==> src/rtl/tap_seq_master.sv <==
// tap_seq_master
// On-chip JTAG sequencer. It accepts one command at a time and walks the
// target TAP controller through reset, IR scan, DR scan or Run-Test/Idle
// cycles, returning the TDO bits captured during the shift phase.
//
// Ports:
//   TCK        clock, shared with the target TAP
//   TRST       asynchronous active-high reset (also resets the target)
//   cmd_valid  command request; only looked at while cmd_ready is high
//   cmd_ready  master is idle in Run-Test/Idle and can take a command
//   cmd_type   0 = TAP reset, 1 = IR scan, 2 = DR scan, 3 = idle cycles
//   cmd_len    DR bit count (clamped to DR_MAX) or idle cycle count
//   cmd_data   scan-in data, LSB first; IR scans use [IR_LEN-1:0]
//   rsp_valid  one-cycle completion pulse, coincident with cmd_ready
//   rsp_data   captured TDO bits (bit i = i-th sample), held until the
//              next completion
//   TMS, TDI   registered drives to the target
//   TDO_in     target TDO
//
// Timing model: the state/counter registers describe the cycle currently
// on the pins. TMS/TDI/cmd_ready are registered from the *next* state so
// they change on the same edge as the state they belong to.
module tap_seq_master #(
    parameter int DR_MAX = 32,
    parameter int IR_LEN = 2,
    parameter int LEN_W  = 6
) (
    input  logic              TCK,
    input  logic              TRST,
    input  logic              cmd_valid,
    output logic              cmd_ready,
    input  logic [1:0]        cmd_type,
    input  logic [LEN_W-1:0]  cmd_len,
    input  logic [DR_MAX-1:0] cmd_data,
    output logic              rsp_valid,
    output logic [DR_MAX-1:0] rsp_data,
    output logic              TMS,
    output logic              TDI,
    input  logic              TDO_in
);

    localparam int IDX_W = (DR_MAX > 1) ? $clog2(DR_MAX) : 1;

    // INIT counts cycles 0..6 after reset: 0..5 drive TMS=1, 6 drives TMS=0.
    localparam logic [LEN_W-1:0] INIT_LAST = LEN_W'(6);
    // TAP-reset walk runs cycles 1..6 as counts 0..5, last one TMS=0.
    localparam logic [LEN_W-1:0] RST_LAST  = LEN_W'(5);

    typedef enum logic [2:0] {
        S_INIT,      // post-reset walk into Run-Test/Idle
        S_READY,     // parked in Run-Test/Idle
        S_RST,       // five TMS=1 then TMS=0
        S_PRE,       // Select-xR preamble up to Shift-xR
        S_SHIFT,     // one cycle per scanned bit
        S_UPD,       // Exit1 -> Update
        S_IDLE_END,  // Update -> Run-Test/Idle
        S_IDLE       // cmd_len cycles of TMS=0
    } state_t;

    state_t            state_reg, state_next;
    logic [LEN_W-1:0]  cnt_reg, cnt_next;
    logic [LEN_W-1:0]  len_reg, len_sel;
    logic              is_ir_reg, is_ir_next;
    logic [DR_MAX-1:0] data_reg;
    logic [DR_MAX-1:0] rsp_sr;
    logic [DR_MAX-1:0] rsp_data_reg;
    logic              tms_reg, tms_next;
    logic              tdi_reg, tdi_next;
    logic              ready_reg, ready_next;
    logic              valid_reg;
    logic              done_next;
    logic              accept;
    logic [LEN_W-1:0]  pre_last;

    assign cmd_ready = ready_reg;
    assign rsp_valid = valid_reg;
    assign rsp_data  = rsp_data_reg;
    assign TMS       = tms_reg;
    assign TDI       = tdi_reg;

    // IR preamble is TMS 1,1,0,0 (4 cycles), DR preamble is 1,0,0 (3 cycles).
    assign pre_last = is_ir_reg ? LEN_W'(3) : LEN_W'(2);

    // Effective scan/idle length captured at acceptance.
    always_comb begin
        len_sel = cmd_len;
        case (cmd_type)
            2'd1:    len_sel = LEN_W'(IR_LEN);
            2'd2:    len_sel = (cmd_len > LEN_W'(DR_MAX)) ? LEN_W'(DR_MAX) : cmd_len;
            default: len_sel = cmd_len;
        endcase
    end

    // State register, including the registered pin drivers.
    always_ff @(posedge TCK or posedge TRST) begin
        if (TRST) begin
            state_reg    <= S_INIT;
            cnt_reg      <= '0;
            len_reg      <= '0;
            is_ir_reg    <= 1'b0;
            data_reg     <= '0;
            tms_reg      <= 1'b1;
            tdi_reg      <= 1'b0;
            ready_reg    <= 1'b0;
            valid_reg    <= 1'b0;
            rsp_data_reg <= '0;
        end else begin
            state_reg <= state_next;
            cnt_reg   <= cnt_next;
            is_ir_reg <= is_ir_next;
            tms_reg   <= tms_next;
            tdi_reg   <= tdi_next;
            ready_reg <= ready_next;
            valid_reg <= done_next;
            if (accept) begin
                len_reg  <= len_sel;
                data_reg <= cmd_data;
            end
            // Only scans finish through IDLE_END; everything else reports 0.
            if (done_next) begin
                rsp_data_reg <= (state_reg == S_IDLE_END) ? rsp_sr : '0;
            end
        end
    end

    // Next-state logic.
    always_comb begin
        state_next = state_reg;
        cnt_next   = cnt_reg;
        is_ir_next = is_ir_reg;
        done_next  = 1'b0;
        accept     = 1'b0;
        case (state_reg)
            S_INIT: begin
                if (cnt_reg == INIT_LAST) begin
                    state_next = S_READY;
                    cnt_next   = '0;
                end else begin
                    cnt_next = cnt_reg + 1'b1;
                end
            end
            S_READY: begin
                if (cmd_valid) begin
                    accept     = 1'b1;
                    cnt_next   = '0;
                    is_ir_next = (cmd_type == 2'd1);
                    case (cmd_type)
                        2'd0: state_next = S_RST;
                        2'd1: state_next = S_PRE;
                        2'd2: begin
                            // Zero-length DR scan completes without touching the TAP.
                            if (cmd_len == '0) done_next = 1'b1;
                            else               state_next = S_PRE;
                        end
                        default: begin
                            if (cmd_len == '0) done_next = 1'b1;
                            else               state_next = S_IDLE;
                        end
                    endcase
                end
            end
            S_RST: begin
                if (cnt_reg == RST_LAST) begin
                    state_next = S_READY;
                    cnt_next   = '0;
                    done_next  = 1'b1;
                end else begin
                    cnt_next = cnt_reg + 1'b1;
                end
            end
            S_PRE: begin
                if (cnt_reg == pre_last) begin
                    state_next = S_SHIFT;
                    cnt_next   = '0;
                end else begin
                    cnt_next = cnt_reg + 1'b1;
                end
            end
            S_SHIFT: begin
                // Terminal compare on L-1 so the counter never needs to reach L.
                if (cnt_reg == len_reg - 1'b1) begin
                    state_next = S_UPD;
                    cnt_next   = '0;
                end else begin
                    cnt_next = cnt_reg + 1'b1;
                end
            end
            S_UPD: begin
                state_next = S_IDLE_END;
            end
            S_IDLE_END: begin
                state_next = S_READY;
                done_next  = 1'b1;
            end
            S_IDLE: begin
                if (cnt_reg == len_reg - 1'b1) begin
                    state_next = S_READY;
                    cnt_next   = '0;
                    done_next  = 1'b1;
                end else begin
                    cnt_next = cnt_reg + 1'b1;
                end
            end
            default: begin
                state_next = S_INIT;
                cnt_next   = '0;
            end
        endcase
    end

    // Output logic, evaluated on the upcoming state so the pins are registered.
    always_comb begin
        tms_next   = 1'b0;
        tdi_next   = 1'b0;
        ready_next = 1'b0;
        case (state_next)
            S_INIT:  tms_next   = (cnt_next != INIT_LAST);
            S_READY: ready_next = 1'b1;
            S_RST:   tms_next   = (cnt_next != RST_LAST);
            S_PRE:   tms_next   = is_ir_next ? (cnt_next <= LEN_W'(1)) : (cnt_next == '0);
            S_SHIFT: begin
                // Last shift bit leaves Shift-xR for Exit1.
                tms_next = (cnt_next == len_reg - 1'b1);
                tdi_next = data_reg[cnt_next[IDX_W-1:0]];
            end
            S_UPD:   tms_next = 1'b1;
            default: tms_next = 1'b0;
        endcase
    end

    // TDO capture: bit gi is sampled at the end of the gi-th shift cycle.
    // The register is cleared at acceptance so short scans report zero upper bits.
    generate
        for (genvar gi = 0; gi < DR_MAX; gi++) begin : g_cap
            always_ff @(posedge TCK or posedge TRST) begin
                if (TRST) begin
                    rsp_sr[gi] <= 1'b0;
                end else if (accept) begin
                    rsp_sr[gi] <= 1'b0;
                end else if ((state_reg == S_SHIFT) && (cnt_reg == LEN_W'(gi))) begin
                    rsp_sr[gi] <= TDO_in;
                end
            end
        end
    endgenerate

endmodule

==> config.mk <==
export PLATFORM = sky130hd
export DESIGN_NAME = tap_seq_master
export DESIGN_NICKNAME = d
export VERILOG_FILES = /design/src/rtl/tap_seq_master.sv
export SDC_FILE = /design/constraint.sdc
export NUM_CORES = 1
export LEC_CHECK = 0
export BUFFER_PORTS_ARGS = -buffer_cell sky130_fd_sc_hd__buf_2
export CORE_MARGIN = 4
export CORE_UTILIZATION = 35
export CTS_BUF_LIST = sky130_fd_sc_hd__clkbuf_8 sky130_fd_sc_hd__clkbuf_16
export DETAILED_ROUTE_END_ITERATION = 12
export PLACE_DENSITY = 0.58
export SYNTH_ARGS = -nofsm -noshare
export SYNTH_HDL_FRONTEND = slang
export SYNTH_SLANG_ARGS = --single-unit
==> constraint.sdc <==
create_clock -name TCK -period 3.8 [get_ports TCK]
set_clock_uncertainty 0.15 [all_clocks]
set_input_delay 0.19 -clock TCK [delete_from_list [all_inputs] [get_ports TCK]]
set_output_delay 0.19 -clock TCK [all_outputs]
set_load 0.02 [all_outputs]
==> impl_metrics.tcl, run 1 <==
set metrics [dict create \
    cp-end-kind "flip-flop" \
    grt_overflow 0 \
    initialDrtViolationCount 238 \
    reg2regPathDepth 13 \
    vias 4836 \
    place_hpwl_mm 9.71 \
    pre_cts_ws_ns 0.290 \
    period_needed_ns 3.47 \
    yosys.area.top_type_share_pct 49.7 \
    cts_tree "done" \
    syn_nets 663 \
    arrival_ns 3.67 \
    postLayoutCellArea_mm2 0.00744 \
    drv_cap 0 \
    dpl_cell_area_mm2 0.00642 \
    ys_seq_area_share_pct 50.2 \
    slew_violations 0 \
    r2r_start "len_reg[0]$_DFFE_PP0P_" \
    fp.dieH_um 137 \
    ioPinCount 80 \
    relSlewSlack_pct 33.8 \
    critPathKind "reg -> reg" \
    clkTransAtPathRegs_ns 0.05 \
    synth-main-ff-cell "dfrtp_1" \
    cts_made_buffers 17 \
    crit_fanout 12 \
    die_area_mm2 0.0187 \
    r2r-end "TDI$_DFF_PP0_" \
    netlist_area_mm2 0.00579 \
    gp_congestion 0.854 \
    crit_start "len_reg[0]$_DFFE_PP0P_" \
    htree_levels 4 \
    drc 0 \
    grt_pass1_vias 4773 \
    rows 46 \
    fin_cells 951 \
    max_freq_mhz 288 \
    worst_ir_drop_vdd_v 0.000305 \
    synthCells 610 \
    drive_gt1_share_pct 20.0 \
    grt_antenna_before_repair 0 \
    layout_setup_ws_ns 0.327 \
    wirelength_mm 14.2 \
    clockBufferDepth 2 \
    grt_max_degree 81 \
    syn-mean-instance-area_um2 9.49 \
    initial_core_util_pct 36.1 \
    timing.hold.worst_endpoint "rsp_sr[15]$_DFFE_PP0P_" \
    numPortBuffers 79 \
    clock_latency_ns 0.42 \
    synth.area.top_cells "dfrtp_1, nand2_1, a22o_1, mux2i_1, nand3_1" \
    dpl.cell_count 880 \
    hold_path.class "in -> reg" \
    fin_setup_tns_ns 0 \
    period_share_pct 91.4 \
    report.final.hold_viol_count 0 \
    r2r_slack_ns 0.33 \
    diodes 0 \
    status "finished clean" \
    whs_path_depth 3 \
    rsz0062_at_grt "false" \
    fp.dieW_um 137 \
    finalNetCount 775 \
    grt_pass1_wl_mm 24.3 \
    cts.sinks 116 \
    synth_warnings 0 \
    async_flop_share_pct 100 \
    leakagePower_nw 3.73 \
    synth_cell_types 58 \
    area_delta_synth_final_pct 28.6 \
    power.density_mw_per_mm2 408 \
    firstDrtPassIters 5 \
    cp_data_required_time_ns 4.00 \
    synth_seq_cells 116 \
    synth-edff-count 0 \
    post_cts_buffers 0 \
    routed_via_density 5.09 \
    ant_nets 0 \
    grt_usage_pct 16.4 \
    synth_top_area_cell "dfrtp_1" \
    min-delay-start "TDO_in" \
    setup_viol 0 \
    coreArea_mm2 0.0161 \
    worst_pin_slew_ns 0.993 \
    ctsRootBufferMaster "clkbuf_16" \
    wl_per_cell_um 15.0 \
    setup.worst_path.start_class "flip-flop" \
]
-- per-stage QoR --
stage	total power, mW	hold WS, ns	util (%)
2_1_floorplan	1.31	0.145	-
3_3_place_gp	1.34	0.230	40.0
3_5_place_dp	1.35	0.232	40.0
4_1_cts	3.07	0.127	46.3
5_1_grt	3.15	0.175	46.4
6_report	3.04	0.135	46.4
-- layout by cell type (no fill, tap or decap), types with 4 or more instances in the layout --
master,Yosys,layout
nor3_1,10,8
nor3b_1,4,4
a21oi_1,29,28
o21ai_0,8,8
or3_1,4,4
bufinv_16,0,4
clkbuf_16,0,17
dfrtp_1,115,115
inv_1,15,15
clkinv_2,0,4
nor2b_1,5,5
nand3_1,38,38
a22o_1,35,35
buf_4,2,19
dlygate4sd3_1,0,39
nor2_1,24,24
xor2_1,6,6
nand4_1,8,8
buf_2,5,79
clkinv_4,0,4
nand2_1,153,153
xnor2_1,11,11
ha_1,9,9
and3_1,4,4
mux2i_1,30,30
-- power breakdown --
part           internal, mW  switching (mW)  leakage, nW
combinational        0.0519          0.0516         1.95
sequential             1.24         0.00561         1.46
clock                  1.11           0.573        0.311
-- how the worst max path moves through the flow --
| stage | to | slack, ns | cells after the start |
|---|---|---|---|
| 6_report | TDI$_DFF_PP0_ | 0.33 | 13 |
| 5_1_grt | TDI$_DFF_PP0_ | 0.06 | 13 |
| 4_1_cts | TDI$_DFF_PP0_ | 0.27 | 13 |
| 3_5_place_dp | TDI$_DFF_PP0_ | 0.29 | 13 |
| 3_3_place_gp | TDI$_DFF_PP0_ | 0.50 | 13 |
| 2_1_floorplan | TDI$_DFF_PP0_ | 0.39 | 1 |
-- layout make-up --
class                   instances  area (um^2)
fillers                      1523         8610
flip-flops and latches        116         2900
well taps                     216          270
clock buffers                  18          439
inverters                      15         58.8
repair buffers                137          928
multi-input cells             435         2660
clock inverters                14          186
-- kinds of logic (layout without fill, tap and decap cells) --
family                     Yosys count  in the layout  share of synthesized area, %
adders and majority gates            9              9                          1.94
buffers and inverters               59            184                          4.32
DFF                                116            116                          50.2
muxes                               33             33                          5.77
AOI/OAI and AO/OA                  108            108                          13.7
and+or+nand+nor                    267            267                          21.2
xor gates and xnor gates            18             18                          2.96
-- critical path, stage by stage (launching register included) --
cell	delay [ns]
dfrtp_1	0.44
inv_1	0.14
ha_1	0.24
nor3b_2	0.24
xnor2_1	0.13
nor4_4	0.42
a211o_1	0.27
a22oi_1	0.14
a21oi_4	0.24
buf_4	0.24
mux2i_1	0.09
a211oi_1	0.37
o2111ai_1	0.18
nand4_1	0.13
-- Yosys cell counts (3+ instances only) --
cell type,count
xnor2_1,11
clkbuf_1,33
inv_1,15
and3_1,4
a22o_1,35
mux2_2,3
a2111o_1,3
nor4_1,3
or3_1,4
nand3_1,38
nor2_1,24
nor3b_1,4
xor2_1,6
mux2i_1,30
nand2_1,153
ha_1,9
nor2b_1,5
nand4_1,8
o31ai_1,3
o21ai_0,8
nand2b_1,3
a211o_1,3
buf_2,5
dfrtp_1,115
a22oi_1,3
a21oi_1,29
o22ai_1,3
nor3_1,10
-- what timing repair did --
item | in CTS | in global routing
setup endpoints to repair | 0 | 1
hold buffers | 39 | 0
endpoints found under the hold margin | 115 | 0
gates resized for setup | 0 | 1
-- per-layer routing --
| layer | vias up | global-route usage, % | wire length, um |
|---|---|---|---|
| met5 | - | 0 | 0 |
| met4 | 0 | 4.82 | 189 |
| met3 | 18 | 4.30 | 740 |
| met2 | 124 | 26.7 | 6870 |
| met1 | 2335 | 21.5 | 6450 |
| li1 | 2359 | - | - |
(Power assumes the default switching activity.)
==> inputs of run 2 (changes only) <==
Settings changed: CORE_ASPECT_RATIO set to 2.
==> impl_metrics.tcl, run 2 (synthesis gave the netlist of run 1 again) <==
set metrics [dict create \
    gp_congestion 0.898 \
    diodes 0 \
    rsz0062_at_grt "false" \
    grt_pass1_vias 5056 \
    grt_max_degree 86 \
    cp-end-kind "flip-flop" \
    power_mw 3.03 \
    initialDrtViolationCount 173 \
    coreArea_mm2 0.0163 \
    grt_overflow 0 \
    layout_setup_ws_ns 0.374 \
    leakagePower_nw 3.70 \
    postLayoutCellArea_mm2 0.00739 \
    arrival_ns 3.56 \
    period_needed_ns 3.43 \
    max_freq_mhz 292 \
    holdWs_ns 0.136 \
    worst_ir_drop_vdd_v 0.000297 \
    fin_setup_tns_ns 0 \
    routed_via_density 5.27 \
    grt_pass1_wl_mm 25.3 \
    clock_latency_ns 0.41 \
    crit_fanout 14 \
    period_share_pct 90.1 \
    cts.sinks 116 \
    fin_cells 935 \
    dpl_cell_area_mm2 0.00638 \
    grt_use_met1_pct 16.9 \
    firstDrtPassIters 5 \
    cts_tree "done" \
    cts_made_buffers 17 \
    grt_usage_pct 17.1 \
    place_hpwl_mm 11.1 \
    final_cell_mix "nand2_1, dfrtp_1, buf_2, dlygate4sd3_1, nand3_1" \
    drc 0 \
    cp_data_required_time_ns 3.93 \
    drive_gt1_share_pct 19.4 \
    final_common_cell "nand2_1" \
    wl_per_cell_um 16.4 \
    grtUsageMet2_pct 31.9 \
    ant_nets 0 \
    grt_busiest_layer "met2" \
    status "finished clean" \
    ioPinCount 80 \
    ctsRootBufferMaster "clkbuf_16" \
    area_delta_synth_final_pct 27.7 \
    n_fill_cell 1525 \
    vias 4932 \
    worst_pin_slew_ns 1.04 \
    report.final.hold_viol_count 0 \
    grt_antenna_before_repair 0 \
    slew_violations 0 \
    drv_cap 0 \
    rows 66 \
    cts_resized 0 \
    fp.dieW_um 99.0 \
    die_area_mm2 0.0188 \
    numPortBuffers 79 \
    clkTransAtPathRegs_ns 0.06 \
    htree_levels 4 \
    wirelength_mm 15.4 \
    hold_path.class "in -> reg" \
    utilization_pct 45.4 \
    initial_core_util_pct 35.6 \
    relSlewSlack_pct 30.6 \
    fp.dieH_um 190 \
    setup_viol 0 \
    setup.worst_path.start_class "flip-flop" \
    critPathKind "reg -> reg" \
    clockBufferDepth 2 \
    pre_cts_ws_ns 0.390 \
    finalNetCount 771 \
    dpl.cell_count 864 \
    power.density_mw_per_mm2 409 \
    met3_usage_pct 3.30 \
]
[run 2: cell types whose count changed in the layout (fill, tap and decap cells not counted), sizes merged]
cell	before	now
buf	98	94
clkinv	8	4
inv	16	18
clkinvlp	1	3
[run 2: cell type report]
cell class                 count  area (um^2)  area share, %
inverter                      15         58.8          0.796
timing repair buffer         133          898           12.2
tap                          204          255           3.45
clock inverter                14          186           2.52
clock buffer                  18          439           5.94
multi-input combinational    435         2650           35.8
sequential                   116         2900           39.3
[run 2: worst max-delay path, stage by stage (launching register included)]
cell and delay (ns):
dfrtp_1 0.45, inv_1 0.12, ha_1 0.26, nor3b_2 0.19
xnor2_1 0.28, nor4_4 0.11, a2111o_1 0.44, nand2_1 0.25
buf_4 0.29, mux2i_1 0.21, nand2_1 0.08, a32oi_1 0.18
a31o_1 0.17, nand4_1 0.09
[run 2: timing repair]
item | CTS | global route
hold endpoints to repair | 121 | 0
hold buffers | 39 | 0
buffers inserted | 0 | 0
[run 2: layer usage]
metal | vias up | wire length (um)
li1 | 2341 | -
met1 | 2414 | 5360
met2 | 132 | 8750
met3 | 45 | 515
met4 | 0 | 750
met5 | - | 0
[run 2: worst paths after layout]
kind	slack, ns	startpoint	cells past startpoint	endpoint
max	0.37	len_reg[0]$_DFFE_PP0P_	13	TDI$_DFF_PP0_
min	0.14	cmd_valid	5	is_ir_reg$_DFF_PP0_
max reg2reg	0.37	len_reg[0]$_DFFE_PP0P_	13	TDI$_DFF_PP0_
min reg2reg	0.32	data_reg[14]$_DFFE_PP0P_	2	data_reg[14]$_DFFE_PP0P_
max in group asynchronous	2.05	TRST	4	rsp_sr[26]$_DFFE_PP0P_
min in group asynchronous	0.44	TRST	3	rsp_data[11]$_DFFE_PP0P_
[run 2: power by group]
group          internal [mW]  switching (mW)
clock                   1.11           0.565
sequential              1.24         0.00540
combinational         0.0512          0.0511
total                   2.40           0.622
